--- src/rtl/player_car_ctrl.sv ---
// Player car motion and IDLE/RUN/CRASH controller.
// Steps once per video frame, clamps to the road, blinks and respawns on crash.
module player_car_ctrl #(
  parameter int X_INIT       = 305,
  parameter int Y_INIT       = 405,
  parameter int X_MIN        = 160,
  parameter int X_MAX        = 448,
  parameter int Y_MIN        = 0,
  parameter int Y_MAX        = 416,
  parameter int STEP         = 4,
  parameter int CRASH_FRAMES = 60,
  parameter int BLINK_FRAMES = 8
) (
  input  logic       clk,
  input  logic       reset,
  input  logic [9:0] pix_row,
  input  logic [9:0] pix_col,
  input  logic       btn_left,
  input  logic       btn_right,
  input  logic       btn_up,
  input  logic       btn_down,
  input  logic       game_start,
  input  logic       collision,
  output logic [9:0] car_yellowX,
  output logic [9:0] car_yellowY,
  output logic       car_visible,
  output logic [1:0] ctrl_state,
  output logic [7:0] crash_count
);

  localparam int FW = $clog2(CRASH_FRAMES + 1);
  localparam int BW = $clog2(BLINK_FRAMES + 1);

  localparam logic [9:0] XI  = 10'(X_INIT);
  localparam logic [9:0] YI  = 10'(Y_INIT);
  localparam logic [9:0] XMN = 10'(X_MIN);
  localparam logic [9:0] XMX = 10'(X_MAX);
  localparam logic [9:0] YMN = 10'(Y_MIN);
  localparam logic [9:0] YMX = 10'(Y_MAX);
  localparam logic [9:0] STP = 10'(STEP);

  localparam logic [FW-1:0] FLOAD = FW'(CRASH_FRAMES);
  localparam logic [BW-1:0] BLOAD = BW'(BLINK_FRAMES);

  typedef enum logic [1:0] {
    IDLE  = 2'b00,
    RUN   = 2'b01,
    CRASH = 2'b10
  } state_t;

  state_t        state, state_nx;
  logic          cond_q, cond_qq, tick;
  logic          hit, hit_nx;
  logic [9:0]    x, x_nx, x_mv;
  logic [9:0]    y, y_nx, y_mv;
  logic          vis, vis_nx;
  logic [7:0]    cnt, cnt_nx;
  logic [FW-1:0] fcnt, fcnt_nx;
  logic [BW-1:0] bcnt, bcnt_nx;

  logic frame_cond;
  logic mv_l, mv_r, mv_u, mv_d;

  assign frame_cond = (pix_row == 10'd480) && (pix_col == 10'd0);

  assign mv_l = btn_left  & ~btn_right;
  assign mv_r = btn_right & ~btn_left;
  assign mv_u = btn_up    & ~btn_down;
  assign mv_d = btn_down  & ~btn_up;

  // Clamp before the step so unsigned position never wraps.
  always_comb begin
    x_mv = x;
    unique case (1'b1)
      mv_l:    x_mv = (x < XMN + STP) ? XMN : x - STP;
      mv_r:    x_mv = (x > XMX - STP) ? XMX : x + STP;
      default: x_mv = x;
    endcase
  end

  always_comb begin
    y_mv = y;
    unique case (1'b1)
      mv_u:    y_mv = (y < YMN + STP) ? YMN : y - STP;
      mv_d:    y_mv = (y > YMX - STP) ? YMX : y + STP;
      default: y_mv = y;
    endcase
  end

  always_comb begin
    state_nx = state;
    x_nx     = x;
    y_nx     = y;
    vis_nx   = vis;
    cnt_nx   = cnt;
    fcnt_nx  = fcnt;
    bcnt_nx  = bcnt;
    hit_nx   = 1'b0;
    case (state)
      IDLE: begin
        x_nx   = XI;
        y_nx   = YI;
        vis_nx = 1'b1;
        if (game_start) state_nx = RUN;
      end
      RUN: begin
        // A collision on the tick cycle survives the clear.
        hit_nx = collision | (hit & ~tick);
        if (tick) begin
          if (hit) begin
            state_nx = CRASH;
            hit_nx   = 1'b0;
            vis_nx   = 1'b0;
            fcnt_nx  = FLOAD;
            bcnt_nx  = BLOAD;
            cnt_nx   = (cnt == 8'hFF) ? cnt : cnt + 8'd1;
          end else begin
            x_nx = x_mv;
            y_nx = y_mv;
          end
        end
      end
      CRASH: begin
        if (tick) begin
          fcnt_nx = fcnt - 1'b1;
          if (bcnt == BW'(1)) begin
            vis_nx  = ~vis;
            bcnt_nx = BLOAD;
          end else begin
            bcnt_nx = bcnt - 1'b1;
          end
          if (fcnt == FW'(1)) begin
            state_nx = RUN;
            x_nx     = XI;
            y_nx     = YI;
            vis_nx   = 1'b1;
          end
        end
      end
      default: state_nx = IDLE;
    endcase
  end

  always_ff @(posedge clk or negedge reset) begin
    if (!reset) begin
      cond_q  <= 1'b0;
      cond_qq <= 1'b0;
      tick    <= 1'b0;
      state   <= IDLE;
      hit     <= 1'b0;
      x       <= XI;
      y       <= YI;
      vis     <= 1'b1;
      cnt     <= 8'd0;
      fcnt    <= '0;
      bcnt    <= '0;
    end else begin
      cond_q  <= frame_cond;
      cond_qq <= cond_q;
      tick    <= cond_q & ~cond_qq;
      state   <= state_nx;
      hit     <= hit_nx;
      x       <= x_nx;
      y       <= y_nx;
      vis     <= vis_nx;
      cnt     <= cnt_nx;
      fcnt    <= fcnt_nx;
      bcnt    <= bcnt_nx;
    end
  end

  assign car_yellowX = x;
  assign car_yellowY = y;
  assign car_visible = vis;
  assign ctrl_state  = state;
  assign crash_count = cnt;

endmodule

--- config.mk ---
export PLATFORM = sky130hd
export DESIGN_NAME = player_car_ctrl
export DESIGN_NICKNAME = d
export VERILOG_FILES = /design/src/rtl/player_car_ctrl.sv
export SDC_FILE = /design/constraint.sdc
export NUM_CORES = 1
export LEC_CHECK = 0
export ABC_AREA = 1
export BUFFER_PORTS_ARGS = -buffer_cell sky130_fd_sc_hd__buf_2
export CORE_ASPECT_RATIO = 2
export CORE_UTILIZATION = 35
export CTS_CLUSTER_SIZE = 28
export DETAILED_ROUTE_END_ITERATION = 8
export HOLD_SLACK_MARGIN = 0.02
export PLACE_DENSITY = 0.67
export SYNTH_ARGS = -nofsm -noshare
export SYNTH_HDL_FRONTEND = slang
export SYNTH_SLANG_ARGS = --single-unit
--- constraint.sdc ---
create_clock -name clk -period 1.6 [get_ports clk]
set_clock_uncertainty 0.15 [all_clocks]
set_input_delay 0.08 -clock clk [delete_from_list [all_inputs] [get_ports clk]]
set_output_delay 0.08 -clock clk [all_outputs]
set_load 0.03 [all_outputs]
# == After elaboration in Yosys (flattened, before gate mapping) ==
# Cells that the tools add are included.
# totals
output_inout_bits,31
elab_cells,103
reg_bits,45
# classes
eq_ne,15
add_sub_neg,7
muxes,40
bitwise,15
reduce_logical,11
n_lt_le_gt_ge,4
# ops
op,count
$mux 10,12
$pmux 10 s3,2
$pmux 10 s2,2
$add 10x3->10 const B,2
$gt 10x9->1 const B,2
$sub 10x3->10 const B,2
$mux 6,3
$mux 4,4
$ne 2x2->1 const B,6
$pmux 6 s2,1
$reduce_and 6->1,2
$eq 10x9->1 const B,1
$logic_not 10->1,1
$lt 10x3->1 const B,1
$lt 10x8->1 const B,1
$mux 2,5
$reduce_and 5->1,2
$ne 3x3->1 const B,3
$add 8x1->8 const B,1
$eq 8x8->1 const B,1
$mux 1,8
$not 1->1,8
$pmux 4 s2,1
$reduce_and 4->1,2
14 further kinds,19

# == Logic depth before layout (Yosys ltp) ==
# logic_depth
depth_word,6
depth_mapped,11
ltp_nobuf,11

# == Least setup slack after synthesis ==
# OpenSTA, ideal clock, no wires.
# synth_timing
kind,flip-flop to flip-flop
start,"register y[2], in the netlist car_yellowY[2]"
end,"register y[2], in the netlist car_yellowY[2]"
n_path_buf,0
t_arrival_ps,1630
setup_ps,80
period_less_slack_ps,1860
slack_ps,-260
path_stages_with_launch,12
cell_sequence,dfstp_2 -> inv_1 -> ha_1 -> nand3_1 -> inv_1 -> nand2_1 -> inv_1 -> nor2_2 -> inv_1 -> nand2_1 -> nand2_1 -> a21boi_0
# synth_between
elab_chain_cells,6
# synth_lines
item,line,text
from (decl),55,"logic [9:0] y, y_nx, y_mv;"
from (signal assigned),164,y <= y_nx;
"$add 10x3->10, or another cell as far along",85,mv_d: y_mv = (y > YMX - STP) ? YMX : y + STP;
"$mux 10, on equally long branches","85, 84",
$pmux 10 s2 (*),83,unique case (1'b1)
$mux 10 (*),110,if (hit) begin
$mux 10 (*),109,if (tick) begin
$pmux 10 s3 (*),99,case (state)
# Mark *: on every way between the ends. The rest lies on a longest branch, timed or not. The select of a mux whose other input is x is not followed.
# A chain may end at the register's enable or synchronous reset.

# == Final worst setup path ==
# layout_timing
start,"register y[2], in the netlist car_yellowY[2]"
end,"register y[8], in the netlist car_yellowY[8]"
# Same word-level chain as after synthesis.

==> impl_metrics.tcl <==
set metrics [dict create \
    status "finished with violations" \
    violations "hold timing, setup timing" \
    placed_area_mm2 0.00401 \
    critPathMaxFanout 5 \
    p_int_uw 2530 \
    slowest_delay_ns 0.58 \
    timing.rr.end "car_yellowY[8]" \
    synthTopCellsByCount "nand2_1 (126), inv_1 (56), nand3_1 (42)" \
    critical-path-slowest-cell "dfstp_2" \
    drt_iter0_markers 190 \
    synth-warning-count 0 \
    ys_seq_elements 43 \
    stdcell_area_mm2 0.00478 \
    clk_pin_slew_worst_paths_ns 0.07 \
    peakVddDrop_v 0.000768 \
    worst_slack_ns -0.109 \
    dieArea_mm2 0.00909 \
    p_leak_uw 0.00246 \
    synthDistinctLibCells 39 \
    syn_area_mm2 0.00304 \
    dp_hpwl_um 6850 \
    drtAntennaViolNets 0 \
    finalPower_uw 3900 \
    cp-start-kind "register" \
    ys_async_sr_fraction 1.00 \
    required_ns 1.69 \
    combPwrFrac 0.355 \
    critPathMostFrequentCell "inv_2" \
    fmax_mhz 585 \
    r2r_cells 12 \
    switchingPower_uw 1360 \
    worstHoldStart "pix_row[8]" \
    switching_share 0.350 \
    setup-tns-final_ns -1.68 \
    vias 3459 \
    diodes 0 \
    clk_latency_ns 0.29 \
    period_needed_ns 1.71 \
    die_height_um 134 \
    die_w_um 67.9 \
    htreeDepth 2 \
    synthFlopType "dfrtp_1" \
    synth.most_common_cell "nand2_1" \
    synth_cells 424 \
    cts-root-buf "clkbuf_16" \
    fp.coreArea_mm2 0.00835 \
    clock_sinks 43 \
    drv_cap 0 \
    numCtsBuffers 5 \
    vias_per_cell 5.04 \
    setup_viol 27 \
    yosysSeqAreaShare 0.358 \
    rows 47 \
    fill_cells 751 \
    synth_area_per_cell_um2 7.18 \
    synth_top_cell_by_area "dfrtp_1" \
    rsz0062_at_grt "yes" \
    grt_overflow_total 0 \
    antenna_found_initial 0 \
    port_buffers 56 \
    fin_crit_sh 1.07 \
    path_cells "inv_2, ha_4, nand3_4, inv_2, nand2_2, inv_2, nor2_4, buf_6, nand2_2, nand3_1, nand2_1, inv_1" \
    grt_pass1_vias 3500 \
    grtUsageTotal 0.215 \
    crit_path_end_kind "register" \
    final_nets 626 \
    gp_congestion 0.967 \
    r2r_slack_ns -0.11 \
    synth_edf_count 0 \
    min_path_cells 5 \
    pre_cts_ws_ns -0.133 \
    synth_top_area_frac 0.271 \
    pin_count 59 \
    arrival_ns 1.80 \
    area_growth_pct 57.0 \
    holdPathEnd "cond_q" \
    pwr-share-clk 0.307 \
    wire_per_inst_um 13.8 \
    hp-class "primary input to register" \
    path_class "register to register" \
    r2r_start "car_yellowY[2]" \
    holdWs_ns -0.0344 \
    hold_violations 1 \
    drive_gt1_frac 0.432 \
    cts_tree "built" \
    drv_slew 0 \
    start_util 0.364 \
    ys_top_cells_by_area "dfrtp_1 (27%), nand2_1 (16%), dfstp_2 (8.6%)" \
    grt_max_degree 21 \
    clk_path_buf_depth 2 \
    wl_um 9450 \
    grt_pass1_wl_um 14900 \
    pwr-share-seq 0.337 \
    powerDensity_mw_per_mm2 816 \
    drt_pass1_iterations 4 \
    drc 0 \
]
-- per-stage QoR --
stage,std cells,utilization
2_1_floorplan,425,-
3_5_place_dp,641,0.480
5_1_grt,686,0.572
4_1_cts,670,0.539
3_3_place_gp,641,0.480
6_report,686,0.572
-- layout by cell type (no fill, tap or decap), types with 9 or more instances in the layout --
cell type,netlist,layout
buf_4,2,76
o21ai_1,0,16
nand2_2,2,15
dfstp_2,10,10
inv_1,56,46
nand2_1,126,106
dfrtp_1,33,27
buf_6,1,11
xor2_1,10,10
dlygate4sd3_1,0,15
nand3_2,2,10
nand3_1,42,32
o21ai_0,28,9
nor2_1,38,33
inv_2,4,10
buf_2,2,56
-- critical path, delay by kind of cell, from the launching register on --
family / cells / cell delay, ns
adder cells (fa/ha/maj): 1 / 0.17
buffers and inverters: 5 / 0.33
flip-flops: 1 / 0.58
AND/OR/NAND/NOR: 6 / 0.42
-- what timing repair did --
action | 4_1_cts | 5_1_grt
buffers inserted | 11 | 11
hold buffers | 10 | 8
endpoints found under the hold margin | 35 | 1
gates cloned | 0 | 0
resized for setup | 36 | 49
pin swaps | 21 | 24
setup endpoints to repair | 26 | 37
-- routing by layer --
metal,wire [um],global-route usage
met1,3170,0.204
met2,5430,0.406
met3,324,0.0264
met4,524,0.127
met5,0,0
-- power groups by stage --
| stage | Clock (uW) | Combinational, uW | Sequential [uW] |
|---|---|---|---|
| floorplan | 0 | 574 | 1480 |
| finish | 1200 | 1390 | 1320 |
| global route | 1250 | 1500 | 1330 |
| global placement | 0 | 1200 | 1330 |
| CTS | 1210 | 1330 | 1310 |
| detailed placement | 0 | 1220 | 1330 |
-- worst max-delay path by stage --
stage | start | to | slack (ns) | cells past startpoint
final | car_yellowY[2] | car_yellowY[8] | -0.11 | 12
after floorplan | car_yellowY[2] | car_yellowY[2] | -0.14 | 11
after CTS | ctrl_state[1] | car_yellowX[9] | -0.06 | 9
after global routing | car_yellowY[2] | car_yellowY[8] | -0.21 | 12
after global placement | car_yellowY[2] | car_yellowY[0] | -0.1 | 10
after detailed placement | car_yellowY[2] | car_yellowY[0] | -0.13 | 10
-- flip-flops by register name, summed over array words and instances, names as in the netlist --
signal	cells
car_yellowX	9
car_yellowY	9
crash_count	8
fcnt	6
bcnt	4
ctrl_state	2
car_visible	1
cond_q	1
cond_qq	1
hit	1
tick	1
-- logic make-up after synthesis --
| logic type | synth area share |
|---|---|
| other | 0.00123 |
| buffers and inverters | 0.0896 |
| AND/OR/NAND/NOR | 0.377 |
| AO/OA/AOI/OAI | 0.0827 |
| XOR/XNOR | 0.0461 |
| flip-flops | 0.358 |
| adder cells (fa/ha/maj) | 0.0452 |
-- cell type report --
type	instances	area (um^2)	share of cell area
tap	98	123	0.0257
sequential	43	1100	0.229
timing repair buffer	161	1180	0.248
inverter	61	245	0.0513
clock buffer	5	125	0.0262
multi-input combinational	315	1960	0.410
clock inverter	3	43.8	0.00917
No activity file was read; power rests on OpenSTA's default activity.
